### config.mk
export PLATFORM = sky130hd
export DESIGN_NAME = decode_inst_queue_flat
export DESIGN_NICKNAME = d
export VERILOG_FILES = /design/src/rtl/decode_inst_queue_if.sv /design/src/rtl/decode_inst_queue.sv /design/src/flat_wrapper.sv
export SDC_FILE = /design/constraint.sdc
export NUM_CORES = 1
export LEC_CHECK = 0
export ABC_AREA = 1
export CORE_MARGIN = 2
export CORE_UTILIZATION = 50
export CTS_CLUSTER_SIZE = 28
export DETAILED_ROUTE_END_ITERATION = 7
export PLACE_DENSITY = 0.71
export SYNTH_ARGS = -nofsm -noshare
export SYNTH_HDL_FRONTEND = slang
export SYNTH_SLANG_ARGS = --single-unit
### constraint.sdc
create_clock -name clk -period 5.5 [get_ports clk]
set_clock_uncertainty 0.05 [all_clocks]
set_input_delay 1.1 -clock clk [delete_from_list [all_inputs] [get_ports clk]]
set_output_delay 1.1 -clock clk [all_outputs]
set_load 0.03 [all_outputs]
### src/rtl/decode_inst_queue_if.sv
`default_nettype none
// ============================================================================
// decode_inst_queue_if : fetch/decode handshake bundle for the instruction queue
// Rev 1.0
// ============================================================================
interface decode_inst_queue_if #(
  parameter int DEPTH  = 4,
  parameter int PC_W   = 32,
  parameter int INST_W = 32
);
  localparam int CW = $clog2(DEPTH) + 1;

  logic              flush;
  logic              in_valid;
  logic              in_ready;
  logic [PC_W-1:0]   in_pc;
  logic [INST_W-1:0] in_inst;
  logic              out_valid;
  logic              out_ready;
  logic [PC_W-1:0]   out_pc;
  logic [INST_W-1:0] out_inst;
  logic              out_is_branch;
  logic              out_is_jal;
  logic              out_is_jalr;
  logic              out_illegal;
  logic [CW-1:0]     count;

  modport slave (
    input  flush, in_valid, in_pc, in_inst, out_ready,
    output in_ready, out_valid, out_pc, out_inst,
           out_is_branch, out_is_jal, out_is_jalr, out_illegal, count
  );

  modport master (
    output flush, in_valid, in_pc, in_inst, out_ready,
    input  in_ready, out_valid, out_pc, out_inst,
           out_is_branch, out_is_jal, out_is_jalr, out_illegal, count
  );
endinterface
`default_nettype wire

### src/rtl/decode_inst_queue.sv
`default_nettype none
// ============================================================================
// decode_inst_queue : DEPTH-entry fetch->decode FIFO with opcode pre-decode
// Rev 1.0
// ============================================================================
module decode_inst_queue #(
  parameter int DEPTH  = 4,
  parameter int PC_W   = 32,
  parameter int INST_W = 32
) (
  input  logic               clk,
  input  logic               reset,
  decode_inst_queue_if.slave q
);
  localparam int AW = $clog2(DEPTH);
  localparam int CW = AW + 1;
  localparam int EW = PC_W + INST_W;

  localparam logic [CW-1:0] c_depth     = CW'(DEPTH);
  localparam logic [6:0]    c_op_branch = 7'b1100011;
  localparam logic [6:0]    c_op_jal    = 7'b1101111;
  localparam logic [6:0]    c_op_jalr   = 7'b1100111;

  logic [EW-1:0] r_mem [DEPTH];
  logic [AW-1:0] r_rd_ptr;
  logic [AW-1:0] r_wr_ptr;
  logic [CW-1:0] r_count;

  logic          w_in_ready;
  logic          w_out_valid;
  logic          w_push;
  logic          w_pop;
  logic [EW-1:0] w_head;
  logic [6:0]    w_op;

  // in_ready looks only at registered occupancy, so a full queue never takes a
  // push in the same cycle it pops.
  assign w_in_ready  = (r_count != c_depth);
  assign w_out_valid = (r_count != '0);
  assign w_push      = q.in_valid && w_in_ready;
  assign w_pop       = w_out_valid && q.out_ready;

  assign w_head = r_mem[r_rd_ptr];
  assign w_op   = w_head[6:0];

  assign q.in_ready      = w_in_ready;
  assign q.out_valid     = w_out_valid;
  assign q.count         = r_count;
  assign q.out_pc        = w_head[EW-1:INST_W];
  assign q.out_inst      = w_head[INST_W-1:0];
  assign q.out_is_branch = w_out_valid && (w_op == c_op_branch);
  assign q.out_is_jal    = w_out_valid && (w_op == c_op_jal);
  assign q.out_is_jalr   = w_out_valid && (w_op == c_op_jalr);
  assign q.out_illegal   = w_out_valid && (w_op[1:0] != 2'b11);

  always_ff @(posedge clk) begin
    if (reset || q.flush) begin
      r_count  <= '0;
      r_rd_ptr <= '0;
      r_wr_ptr <= '0;
    end else begin
      if (w_push) r_wr_ptr <= r_wr_ptr + 1'b1;
      if (w_pop)  r_rd_ptr <= r_rd_ptr + 1'b1;
      if (w_push && !w_pop)
        r_count <= r_count + 1'b1;
      else if (w_pop && !w_push)
        r_count <= r_count - 1'b1;
    end
  end

  // Storage has no reset; a flushed push is simply not written.
  always_ff @(posedge clk) begin
    if (!reset && !q.flush && w_push)
      r_mem[r_wr_ptr] <= {q.in_pc, q.in_inst};
  end

  always_ff @(posedge clk) begin
    if (!reset) begin
      assert (r_count <= c_depth);
      assert (!(w_push && (r_count == c_depth)));
    end
  end
endmodule
`default_nettype wire

### src/flat_wrapper.sv
// flat-port wrapper written by rule: the top's interface ports become plain ports
module decode_inst_queue_flat 
#(
  parameter int DEPTH  = 4,
  parameter int PC_W   = 32,
  parameter int INST_W = 32
)
  (clk, reset, q_flush, q_in_valid, q_in_pc, q_in_inst, q_out_ready, q_in_ready, q_out_valid, q_out_pc, q_out_inst, q_out_is_branch, q_out_is_jal, q_out_is_jalr, q_out_illegal, q_count);
  decode_inst_queue_if #(.DEPTH(DEPTH), .PC_W(PC_W), .INST_W(INST_W)) q_i ();
  input  logic clk;
  input  logic reset;
  input wire logic [$bits(q_i.flush)-1:0] q_flush;
  input wire logic [$bits(q_i.in_valid)-1:0] q_in_valid;
  input wire logic [$bits(q_i.in_pc)-1:0] q_in_pc;
  input wire logic [$bits(q_i.in_inst)-1:0] q_in_inst;
  input wire logic [$bits(q_i.out_ready)-1:0] q_out_ready;
  output wire logic [$bits(q_i.in_ready)-1:0] q_in_ready;
  output wire logic [$bits(q_i.out_valid)-1:0] q_out_valid;
  output wire logic [$bits(q_i.out_pc)-1:0] q_out_pc;
  output wire logic [$bits(q_i.out_inst)-1:0] q_out_inst;
  output wire logic [$bits(q_i.out_is_branch)-1:0] q_out_is_branch;
  output wire logic [$bits(q_i.out_is_jal)-1:0] q_out_is_jal;
  output wire logic [$bits(q_i.out_is_jalr)-1:0] q_out_is_jalr;
  output wire logic [$bits(q_i.out_illegal)-1:0] q_out_illegal;
  output wire logic [$bits(q_i.count)-1:0] q_count;
  assign q_i.flush = q_flush;
  assign q_i.in_valid = q_in_valid;
  assign q_i.in_pc = q_in_pc;
  assign q_i.in_inst = q_in_inst;
  assign q_i.out_ready = q_out_ready;
  assign q_in_ready = q_i.in_ready;
  assign q_out_valid = q_i.out_valid;
  assign q_out_pc = q_i.out_pc;
  assign q_out_inst = q_i.out_inst;
  assign q_out_is_branch = q_i.out_is_branch;
  assign q_out_is_jal = q_i.out_is_jal;
  assign q_out_is_jalr = q_i.out_is_jalr;
  assign q_out_illegal = q_i.out_illegal;
  assign q_count = q_i.count;
  decode_inst_queue #(.DEPTH(DEPTH), .PC_W(PC_W), .INST_W(INST_W)) u_core (.clk(clk), .reset(reset), .q(q_i));
endmodule
-- Word level (Yosys, flattened, before mapping)
Memory sizes are Yosys's and may differ from the RTL's. A register that Yosys moved wholly into a read port is not among the register bits.
Cells that the tools add are included.
- $add $sub $neg: 4
- eq/ne operators: 5
- muxes and demuxes: 6
- reduce and logical (&&, ||, !) cells: 17
- operator list (operator ; number):
    $eq A7 B7 Y1 const B ; 3
    $logic_and A1 B1 Y1 ; 10
    $mux W3 ; 2
    $add A2 B1 Y2 const B ; 2
    $logic_not A1 Y1 ; 4
    $mux W2 ; 2
    $add A3 B1 Y3 const B ; 1
    $ne A3 B3 Y1 const B ; 1
    $reduce_bool A3 Y1 ; 1
    $sub A3 B1 Y3 const B ; 1
    $mux W1 ; 2
    $ne A2 B2 Y1 const B ; 1
    $reduce_bool A2 Y1 ; 1
    $logic_or A1 B1 Y1 ; 1
- register bits after elaboration: 7
- bits in writable memories: 256
- input port bits: 69
- output and inout bits: 73
- word-level logic and storage cells: 36
- memories kept: 1
- memory list (memory ; words ; bits a word ; read ports ; clocked after memory_dff ; write ports ; RTL line ; RTL):
    u_core.r_mem ; 4 ; 64 ; 1 ; 1 ; 1 ; decode_inst_queue.sv:24 ; logic [EW-1:0] r_mem [DEPTH];

-- Logic depth before layout (Yosys ltp)
Gate-level depths: netlist of run 1.
- depth after elaboration: 6
- depth in mapped cells: 11

-- Worst setup path before layout of run 1
Ideal clock, no wire load.
- path type: input to register
- start: in q_flush
- end: mem u_core.r_mem[0][0] (netlist name) (enable)
- setup time: 486 ps
- arrival time: 4188 ps
- path slack: 776 ps
- stages: 3
- cells stage by stage: nor2_1 nand2_1 nor2_1
- longest elaborated chain between the ends: 5
- RTL lines (element ; RTL line ; RTL):
    start: declaration ; flat_wrapper.sv:12 ; input wire logic [$bits(q_i.flush)-1:0] q_flush;
    $logic_not A1 Y1 ; decode_inst_queue.sv:73 ; if (!reset && !q.flush && w_push)
    $logic_and A1 B1 Y1 (2 in a row) ; decode_inst_queue.sv:73 ;
    $mux W1 ; decode_inst_queue.sv:73 ;
    $mux W1 (implied by the code) ; decode_inst_queue.sv:74 ; r_mem[r_wr_ptr] <= {q.in_pc, q.in_inst};
    end: declaration ; decode_inst_queue.sv:24 ;
Every way passes these cells.

==> results of run 1 <==
## sequential cells by signal, indices dropped and copies added, names as in the netlist, named ones only
register	flops
u_core.r_mem	256
u_core.q.count	3
u_core.r_rd_ptr	2
u_core.r_wr_ptr	2
## worst max path at each step
stage	depth (start not counted)	endpoint	slack, ns	from
after floorplan	3	u_core.r_mem[0][0]	0.78	q_flush
final	5	q_out_pc[3]	0.99	flop
after CTS	5	q_out_pc[3]	0.96	flop
after detailed placement	5	q_out_pc[23]	1.54	flop
after global placement	10	q_out_is_branch	1.60	flop
after global routing	10	q_out_is_jalr	0.69	flop
## logic make-up (layout without fill, tap and decap cells)
logic type | after synthesis | after routing | share of synthesized area
simple gates | 197 | 197 | 0.0756
compound gates | 188 | 188 | 0.101
buf+inv | 69 | 223 | 0.0299
fa+ha+maj | 6 | 6 | 0.00823
mux | 1 | 1 | 0.000998
flops | 265 | 265 | 0.784
## worst max-delay path, delay by kind of cell, from the launching register on
kind            cells  cell delay, ns
buf+inv             3            1.89
flops               1            0.48
compound gates      2            0.40
## cell type report
type	count	area, sq um
Clock inverter	15	123
Fill cell	1407	7120
Timing Repair Buffer	152	1510
Tap cell	265	332
Inverter	27	104
Multi-Input combinational cell	392	1900
Clock buffer	29	641
Sequential cell	265	7870
## stage by stage
stage                     worst slack, ns  cells  utilization
after floorplan                     0.776    726            -
after global placement               1.60   1101        0.598
after detailed placement             1.54   1101        0.598
after CTS                           0.964   1145        0.637
after global routing                0.694   1145        0.637
final                               0.986   1145        0.637
## power by group through the flow
stage	Clock (mW)	Combinational (mW)	Sequential (mW)
floorplan	0	0.177	2.30
global placement	0	0.345	2.30
detailed placement	0	0.354	2.30
CTS	1.62	0.356	2.25
global route	1.70	0.378	2.26
finish	1.60	0.353	2.25
## per-layer routing
metal  share of wire  vias up
met5               0        -
met2            0.52      193
li1                -     2932
met4           0.023        0
met3           0.056       39
met1            0.40     3040
## layout by cell type (no fill, tap or decap), drive strengths merged, types with 8 or more instances in the layout
| cell | netlist | routed |
|---|---|---|
| dfxtp | 9 | 9 |
| clkbuf | 32 | 29 |
| edfxtp | 256 | 256 |
| clkinv | 0 | 11 |
| clkdlybuf4s50 | 0 | 141 |
| a21oi | 8 | 8 |
| inv | 27 | 28 |
| nand2 | 51 | 51 |
| o21ai | 122 | 122 |
| buf | 10 | 11 |
| o22ai | 57 | 57 |
| nand3 | 15 | 15 |
| nor2 | 131 | 131 |
==> run_results.csv, run 1 <==
group,metric,value,unit
outcome,status,"finished, final reports clean",
clock_tree,clockBufferDepth,3,
power_and_ir_drop,total_power,4.21,mW
timing,finalCriticalPeriod,4.51,ns
synth,netlist_area,10000,sq um
critical_path,cp.required,4.35,ns
synth,synth-main-ff-cell,"edfxtp_1",
timing,slew_violations,0,
detailed_routing,routed_via_density,5.42,
placed_design,dp_hpwl,12.0,mm
power_and_ir_drop,power_frac_seq,0.536,
grt,antenna_found_initial,0,
clock_tree,root_buffer,"clkbuf_16",
grt,grt_util_all_layers,0.192,
clock_tree,htreeDepth,1,
die,die_y,146,microns
synth,synth_edf_count,256,
power_and_ir_drop,comb_power_share,0.084,
critical_path,cp.arrival,3.36,ns
synth,synth_cell_type_count,19,
grt,met3_usage,0.0295,
power_and_ir_drop,leakagePower,4.20,nW
clock_tree,clk_latency,0.51,ns
worst_hold_path,whs_path_depth,2,
clock_tree,ctsResizeCount,0,
critical_path,worstSetupPathType,"reg2out",
power_and_ir_drop,power_switching,900,uW
die,die_area,21200,sq um
power_and_ir_drop,p_int,3.31,mW
critical_path,worst_path_largest_cell_delay,0.72,ns
detailed_routing,antenna_left,0,
timing,timing.hold.ws,0.429,ns
die,die_w,146,microns
critical_path,startpoint_type,"flop",
synth,synth-seq-cells,265,
placed_design,gp_congestion,0.733,
synth,synth_top_area_share,0.766,
critical_path,reg2reg_slack,2.94,ns
synth,yosysWarnings,0,
grt,grt_max_degree,99,
power_and_ir_drop,power.density,337,nW/um^2
grt,grt_pass1_vias,6427,
critical_path,worst_setup_path_end_kind,"output port",
finish,drive_gt1_frac,0.0591,
clock_tree,clkTransAtPathRegs,0.06,ns
critical_path,crit-reg2reg-launch,"u_core.q.count[0]",
finish,fin_area,12500,sq um
grt,gr-total-overflow,0,
timing,finalSetupViolCount,0,
synth,yosysTopAreaCell,"edfxtp_1",
detailed_routing,drtIter0Drc,504,
die,num_io_pins,142,
clock_tree,cts_sinks,265,
die,start_util,0.512,
synth,synth_common_cells,"edfxtp_1 (256), nor2_1 (131), o21ai_0 (119)",
critical_path,cp_cell_sequence,"inv_4, buf_4, o21ai_0, o22ai_1, clkdlybuf4s50_1",
power_and_ir_drop,vdd_drop_max,231,uV
flow_run,maxCapViolations,0,
power_and_ir_drop,pwr-share-clk,0.380,
placed_design,placed_cell_area,11700,sq um
die,rows,51,
grt,gr-usage-met2,0.348,
power_and_ir_drop,switching_share,0.214,
timing,fmax,222,MHz
clock_tree,cts-buffers-inserted,25,
detailed_routing,routedWlPerCell,18.2,microns
clock_tree,cts_tree,"done",
critical_path,r2r.worst_path.cells,7,
critical_path,slowest_stage,"clkdlybuf4s50_1",
grt,globalRoute.busiestLayer,"met2",
synth,synth_area_leaders,"edfxtp_1 (77%), o21ai_0 (5.9%), nor2_1 (4.9%)",
timing,grt_setup_unrepaired,"false",
die,core-area,19600,sq um
timing,max_slew_margin,0.328,
detailed_routing,wl,20.8,mm
grt,gr-usage-met1,0.234,
synth,yosysSeqAreaShare,0.784,
grt,grt_pass1_wl,32.5,mm
clock_tree,cts_setup_buffers,0,
critical_path,timing.rr.end,"u_core.r_mem[0][12]",
timing,hold_viol_final,0,
synth,async_flop_share,0,
timing,tightest_slew,1.01,ns
timing,fin_crit_sh,0.821,
synth,syn_area_per_cell,13.8,sq um
finish,final_net_count,938,
finish,diodes,0,
finish,area_growth,24.3,%
detailed_routing,drtPass1Iterations,4,
worst_hold_path,min_from,"u_core.r_rd_ptr[1]",
critical_path,cp_max_fo,98,
timing,fin_tns_setup,0,ns
worst_hold_path,min_path_type,"reg2reg",
detailed_routing,vias,6204,
synth,syn_inst,726,
detailed_routing,post-route-drc-count,0,
synth,synth_nets,801,
synth,synthMostInstantiatedCell,"edfxtp_1",
clock_tree,cts_hold_buf,0,
placed_design,numPortBuffers,141,
Note: power is estimated with default switching activity, not from simulation.
==> inputs of run 2 (changes only) <==
==> constraint.sdc (replaced) <==
create_clock -name clk -period 4.5 [get_ports clk]
set_clock_uncertainty 0.05 [all_clocks]
set_input_delay 0.9 -clock clk [delete_from_list [all_inputs] [get_ports clk]]
set_output_delay 0.9 -clock clk [all_outputs]
set_load 0.03 [all_outputs]
==> run 2 against run 1 <==
Compared with the run above: utilization increased by 0.56 points; routed wire length grew 3.4%; combinational power rose by 23%; critical path depth unchanged; sequential power up 23%; cell count increased by 0.61%; power increased by 26%; die area unchanged; clock power up 32%; hold slack lost 0.0020 ns; sequential share of layout area is 0.55 points lower; critical path type unchanged; largest cell class unchanged; highest routed layer unchanged.
==> run_results.csv, run 2 (synthesized netlist as in run 1, its figures left out) <==
group,metric,value,unit
timing,timing.hold.ws,0.427,ns
clock_tree,cts-buffers-inserted,26,
placed_design,gp_congestion,0.761,
timing,max_slew_margin,0.337,
die,die_area,21200,sq um
power_and_ir_drop,vdd_drop_max,273,uV
finish,drive_gt1_frac,0.0677,
finish,final_net_count,942,
die,start_util,0.512,
detailed_routing,routedWlPerCell,18.7,microns
timing,finalCriticalPeriod,4.22,ns
detailed_routing,wl,21.6,mm
detailed_routing,post-route-drc-count,0,
detailed_routing,drtIter0Drc,473,
finish,area_growth,25.4,%
critical_path,worst_path_largest_cell_delay,0.74,ns
critical_path,worstSetupPathType,"reg2out",
timing,hold_viol_final,0,
grt,grt_pass1_wl,33.3,mm
clock_tree,cts_hold_buf,0,
die,rows,51,
timing,finalSetupViolCount,0,
critical_path,cp_max_fo,99,
detailed_routing,vias,6319,
worst_hold_path,whs_path_depth,2,
outcome,status,"finished, final reports clean",
die,num_io_pins,142,
grt,grt_pass1_vias,6418,
finish,largest_register_ffs,256,
flow_run,maxCapViolations,0,
critical_path,r2r.worst_path.cells,7,
critical_path,cp.required,3.55,ns
clock_tree,htreeDepth,1,
grt,antenna_found_initial,1,
grt,gr-total-overflow,0,
critical_path,cp_cell_sequence,"inv_4, buf_4, nor2_1, o22ai_1, clkdlybuf4s50_1",
clock_tree,cts_sinks,265,
finish,top_register,"u_core.r_mem",
detailed_routing,drtPass1Iterations,5,
critical_path,timing.rr.end,"u_core.r_mem[1][38]",
clock_tree,clockBufferDepth,3,
placed_design,dp_hpwl,12.3,mm
timing,fin_crit_sh,0.938,
clock_tree,ctsResizeCount,0,
critical_path,cp.arrival,3.27,ns
power_and_ir_drop,total_power,5.30,mW
grt,grt_util_all_layers,0.200,
detailed_routing,antenna_left,0,
clock_tree,root_buffer,"clkbuf_16",
finish,final_common_cell,"edfxtp_1",
critical_path,slowest_stage,"clkdlybuf4s50_1",
timing,slew_violations,0,
clock_tree,clkTransAtPathRegs,0.06,ns
worst_hold_path,min_from,"u_core.r_rd_ptr[1]",
detailed_routing,routed_via_density,5.49,
timing,fmax,237,MHz
power_and_ir_drop,power.density,421,nW/um^2
critical_path,startpoint_type,"flop",
finish,final_util,0.642,
timing,tightest_slew,0.995,ns
power_and_ir_drop,leakagePower,4.25,nW
timing,grt_setup_unrepaired,"false",
placed_design,numPortBuffers,141,
grt,grt_max_degree,100,
critical_path,reg2reg_slack,2.31,ns
critical_path,crit-reg2reg-launch,"u_core.q.count[0]",
clock_tree,clk_latency,0.51,ns
timing,fin_tns_setup,0,ns
worst_hold_path,min_path_type,"reg2reg",
clock_tree,cts_setup_buffers,0,
finish,final_cell_mix,"edfxtp_1 (256), clkdlybuf4s50_1 (141), nor2_1 (127), o21ai_0 (119), o22ai_1 (57)",
critical_path,worst_setup_path_end_kind,"output port",
die,die_w,146,microns
die,core-area,19600,sq um
clock_tree,cts_tree,"done",
placed_design,placed_cell_area,11700,sq um
finish,fin_area,12600,sq um
die,die_y,146,microns
==> run 2: stage by stage <==
step / setup slack (ns) / std cells
after CTS: 0.275 / 1151
after global routing: 0.0431 / 1152
after floorplan: -0.0243 / 726
after global placement: 0.931 / 1104
final: 0.279 / 1152
after detailed placement: 0.881 / 1104
==> run 2: cell type report <==
type	instances	area (sq um)
diodes	1	2.50
clock buffers	30	687
clock inverters	17	160
fillers	1388	7010
inverters	27	104
multi-input cells	392	1900
flip-flops and latches	265	7870
well taps	265	332
repair buffers	155	1530
==> run 2: where the power goes <==
group	internal, mW	switching (mW)
clock	1.26	0.850
combinational	0.173	0.261
sequential	2.74	0.0147
==> run 2: critical path, delay by kind of cell (launching register included) <==
family | cells | cell delay, ns
buf+inv | 3 | 1.87
flops | 1 | 0.46
compound gates | 1 | 0.27
simple gates | 1 | 0.08
==> run 2: per-layer routing <==
layer	GRT usage	up-vias	part of all wire
li1	-	2945	-
met1	0.260	3121	0.41
met2	0.340	211	0.51
met3	0.0323	42	0.061
met4	0.0814	0	0.027
met5	0	-	0
==> run 2: worst max-delay path by stage <==
stage	endpoint
after floorplan	u_core.r_mem[0][0]
after global placement	q_out_pc[2]
after detailed placement	q_out_pc[1]
after CTS	q_out_pc[1]
after global routing	q_out_is_branch
final	q_out_pc[1]
==> inputs of run 3 (changes only) <==
--- a/config.mk
+++ b/config.mk
@@ -6,11 +6,12 @@
 export NUM_CORES = 1
 export LEC_CHECK = 0
 export ABC_AREA = 1
+export CAP_MARGIN = 15
 export CORE_MARGIN = 2
-export CORE_UTILIZATION = 50
+export CORE_UTILIZATION = 30
 export CTS_CLUSTER_SIZE = 28
 export DETAILED_ROUTE_END_ITERATION = 7
-export PLACE_DENSITY = 0.71
+export PLACE_DENSITY = 0.46
 export SYNTH_ARGS = -nofsm -noshare
 export SYNTH_HDL_FRONTEND = slang
 export SYNTH_SLANG_ARGS = --single-unit
==> run 3 against run 2 <==
Compared with the run above: worst setup slack better by 0.35 ns; non-clock buffer count is 1 higher; critical path depth is the same; combinational power rose by 4%; sequential power is essentially flat; largest cell class unchanged; cell count up 16%; utilization fell by 24 points; hold slack got worse by 0.012 ns; register-to-register slack got worse by 0.13 ns.
==> run_results.csv, run 3 (synthesized netlist as in run 1, its figures left out) <==
group,metric,value,unit
clock_tree,clk_latency,0.53,ns
die,die_y,187,microns
critical_path,cp.arrival,2.92,ns
timing,tightest_slew,0.788,ns
detailed_routing,routedWlPerCell,18.0,microns
finish,final_net_count,946,
detailed_routing,routed_via_density,4.62,
critical_path,worstSetupPathType,"reg2out",
grt,grt_max_degree,129,
die,die_area,34900,sq um
placed_design,place_inst,1282,
grt,antenna_found_initial,3,
timing,fmax,258,MHz
clock_tree,cts_sinks,265,
clock_tree,cts_setup_buffers,0,
critical_path,cp.required,3.55,ns
worst_hold_path,whs_path_depth,2,
finish,stdcell_count,1338,
placed_design,numPortBuffers,141,
placed_design,dp_hpwl,13.8,mm
placed_design,placed_cell_area,12000,sq um
critical_path,cp_max_fo,61,
timing,finalWorstSetupSlack,0.631,ns
detailed_routing,post-route-drc-count,0,
finish,final_common_cell,"edfxtp_1",
finish,final_cell_mix,"edfxtp_1 (256), clkdlybuf4s50_1 (141), nor2_1 (127), o21ai_0 (119), o22ai_1 (57)",
timing,fin_crit_sh,0.860,
power_and_ir_drop,vdd_drop_max,282,uV
clock_tree,htreeDepth,1,
flow_run,maxCapViolations,0,
outcome,status,"finished, final reports clean",
timing,timing.hold.ws,0.415,ns
clock_tree,cts-buffers-inserted,29,
grt,grt_pass1_vias,6219,
die,die_w,187,microns
clock_tree,ctsResizeCount,0,
die,num_io_pins,142,
detailed_routing,wl,24.1,mm
detailed_routing,antenna_left,0,
finish,final_util,0.399,
clock_tree,clkTransAtPathRegs,0.06,ns
timing,max_slew_margin,0.475,
die,rows,66,
finish,drive_gt1_frac,0.0794,
timing,slew_violations,0,
detailed_routing,drtIter0Drc,408,
power_and_ir_drop,power.density,436,nW/um^2
timing,grt_setup_unrepaired,"false",
grt,grt_pass1_wl,36.8,mm
die,core-area,32700,sq um
timing,hold_viol_final,0,
power_and_ir_drop,total_power,5.69,mW
finish,largest_register_ffs,256,
grt,gr-total-overflow,0,
critical_path,r2r.worst_path.cells,7,
timing,finalCriticalPeriod,3.87,ns
clock_tree,clockBufferDepth,3,
timing,finalSetupViolCount,0,
critical_path,startpoint_type,"flop",
die,start_util,0.307,
detailed_routing,vias,6176,
power_and_ir_drop,leakagePower,4.35,nW
clock_tree,root_buffer,"clkbuf_16",
worst_hold_path,min_path_type,"reg2reg",
critical_path,worst_setup_path_end_kind,"output port",
clock_tree,cts_hold_buf,0,
placed_design,pre_cts_ws,1.12,ns
timing,fin_tns_setup,0,ns
finish,area_growth,30.1,%
grt,grt_util_all_layers,0.135,
placed_design,gp_congestion,0.714,
finish,fin_area,13100,sq um
finish,top_register,"u_core.r_mem",
clock_tree,cts_tree,"done",
detailed_routing,drtPass1Iterations,5,
==> run 3: cell count changes in the layout (fill, tap and decap cells not counted) <==
cell        before  now
diode_2          1    2
buf_4           13    8
clkinv_2         5    7
clkinv_1         6    4
bufinv_16        3    6
clkinv_4         0    2
clkbuf_16       27   29
clkinvlp_4       3    2
inv_6            0    2
buf_12           1    7
clkbuf_1         3    2
==> run 3: per-layer routing <==
layer | track usage | share of wire
met4 | 0.0348 | 0.016
met5 | 0 | 0.00054
met1 | 0.178 | 0.46
met3 | 0.0278 | 0.045
met2 | 0.227 | 0.48
==> run 3: area by class of cell <==
class | count | area (sq um)
multi-input cells | 392 | 1900
clock buffers | 31 | 733
diodes | 2 | 5.00
inverters | 27 | 104
clock inverters | 23 | 280
fillers | 3153 | 19600
flip-flops and latches | 265 | 7870
well taps | 442 | 553
repair buffers | 156 | 1610
==> run 3: worst max-delay path: stages (launching register included) <==
cell and delay [ns]:
dfxtp_4 0.36, inv_4 0.44, buf_4 0.39, o21ai_0 0.13
o22ai_1 0.29, clkdlybuf4s50_1 0.74
==> run 3: path summary, 6_finish.rpt <==
check	end	slack [ns]	startpoint
max	q_out_inst[14]	0.63	flop
min	flop	0.41	u_core.r_rd_ptr[1]
max reg2reg	u_core.r_mem[1][5]	2.18	u_core.q.count[1]
min reg2reg	flop	0.41	u_core.r_rd_ptr[1]
==> run 3: power by group <==
part,switching [mW],internal [mW]
Sequential,0.00955,2.74
Clock,0.959,1.53
Combinational,0.275,0.176
Total,1.24,4.44
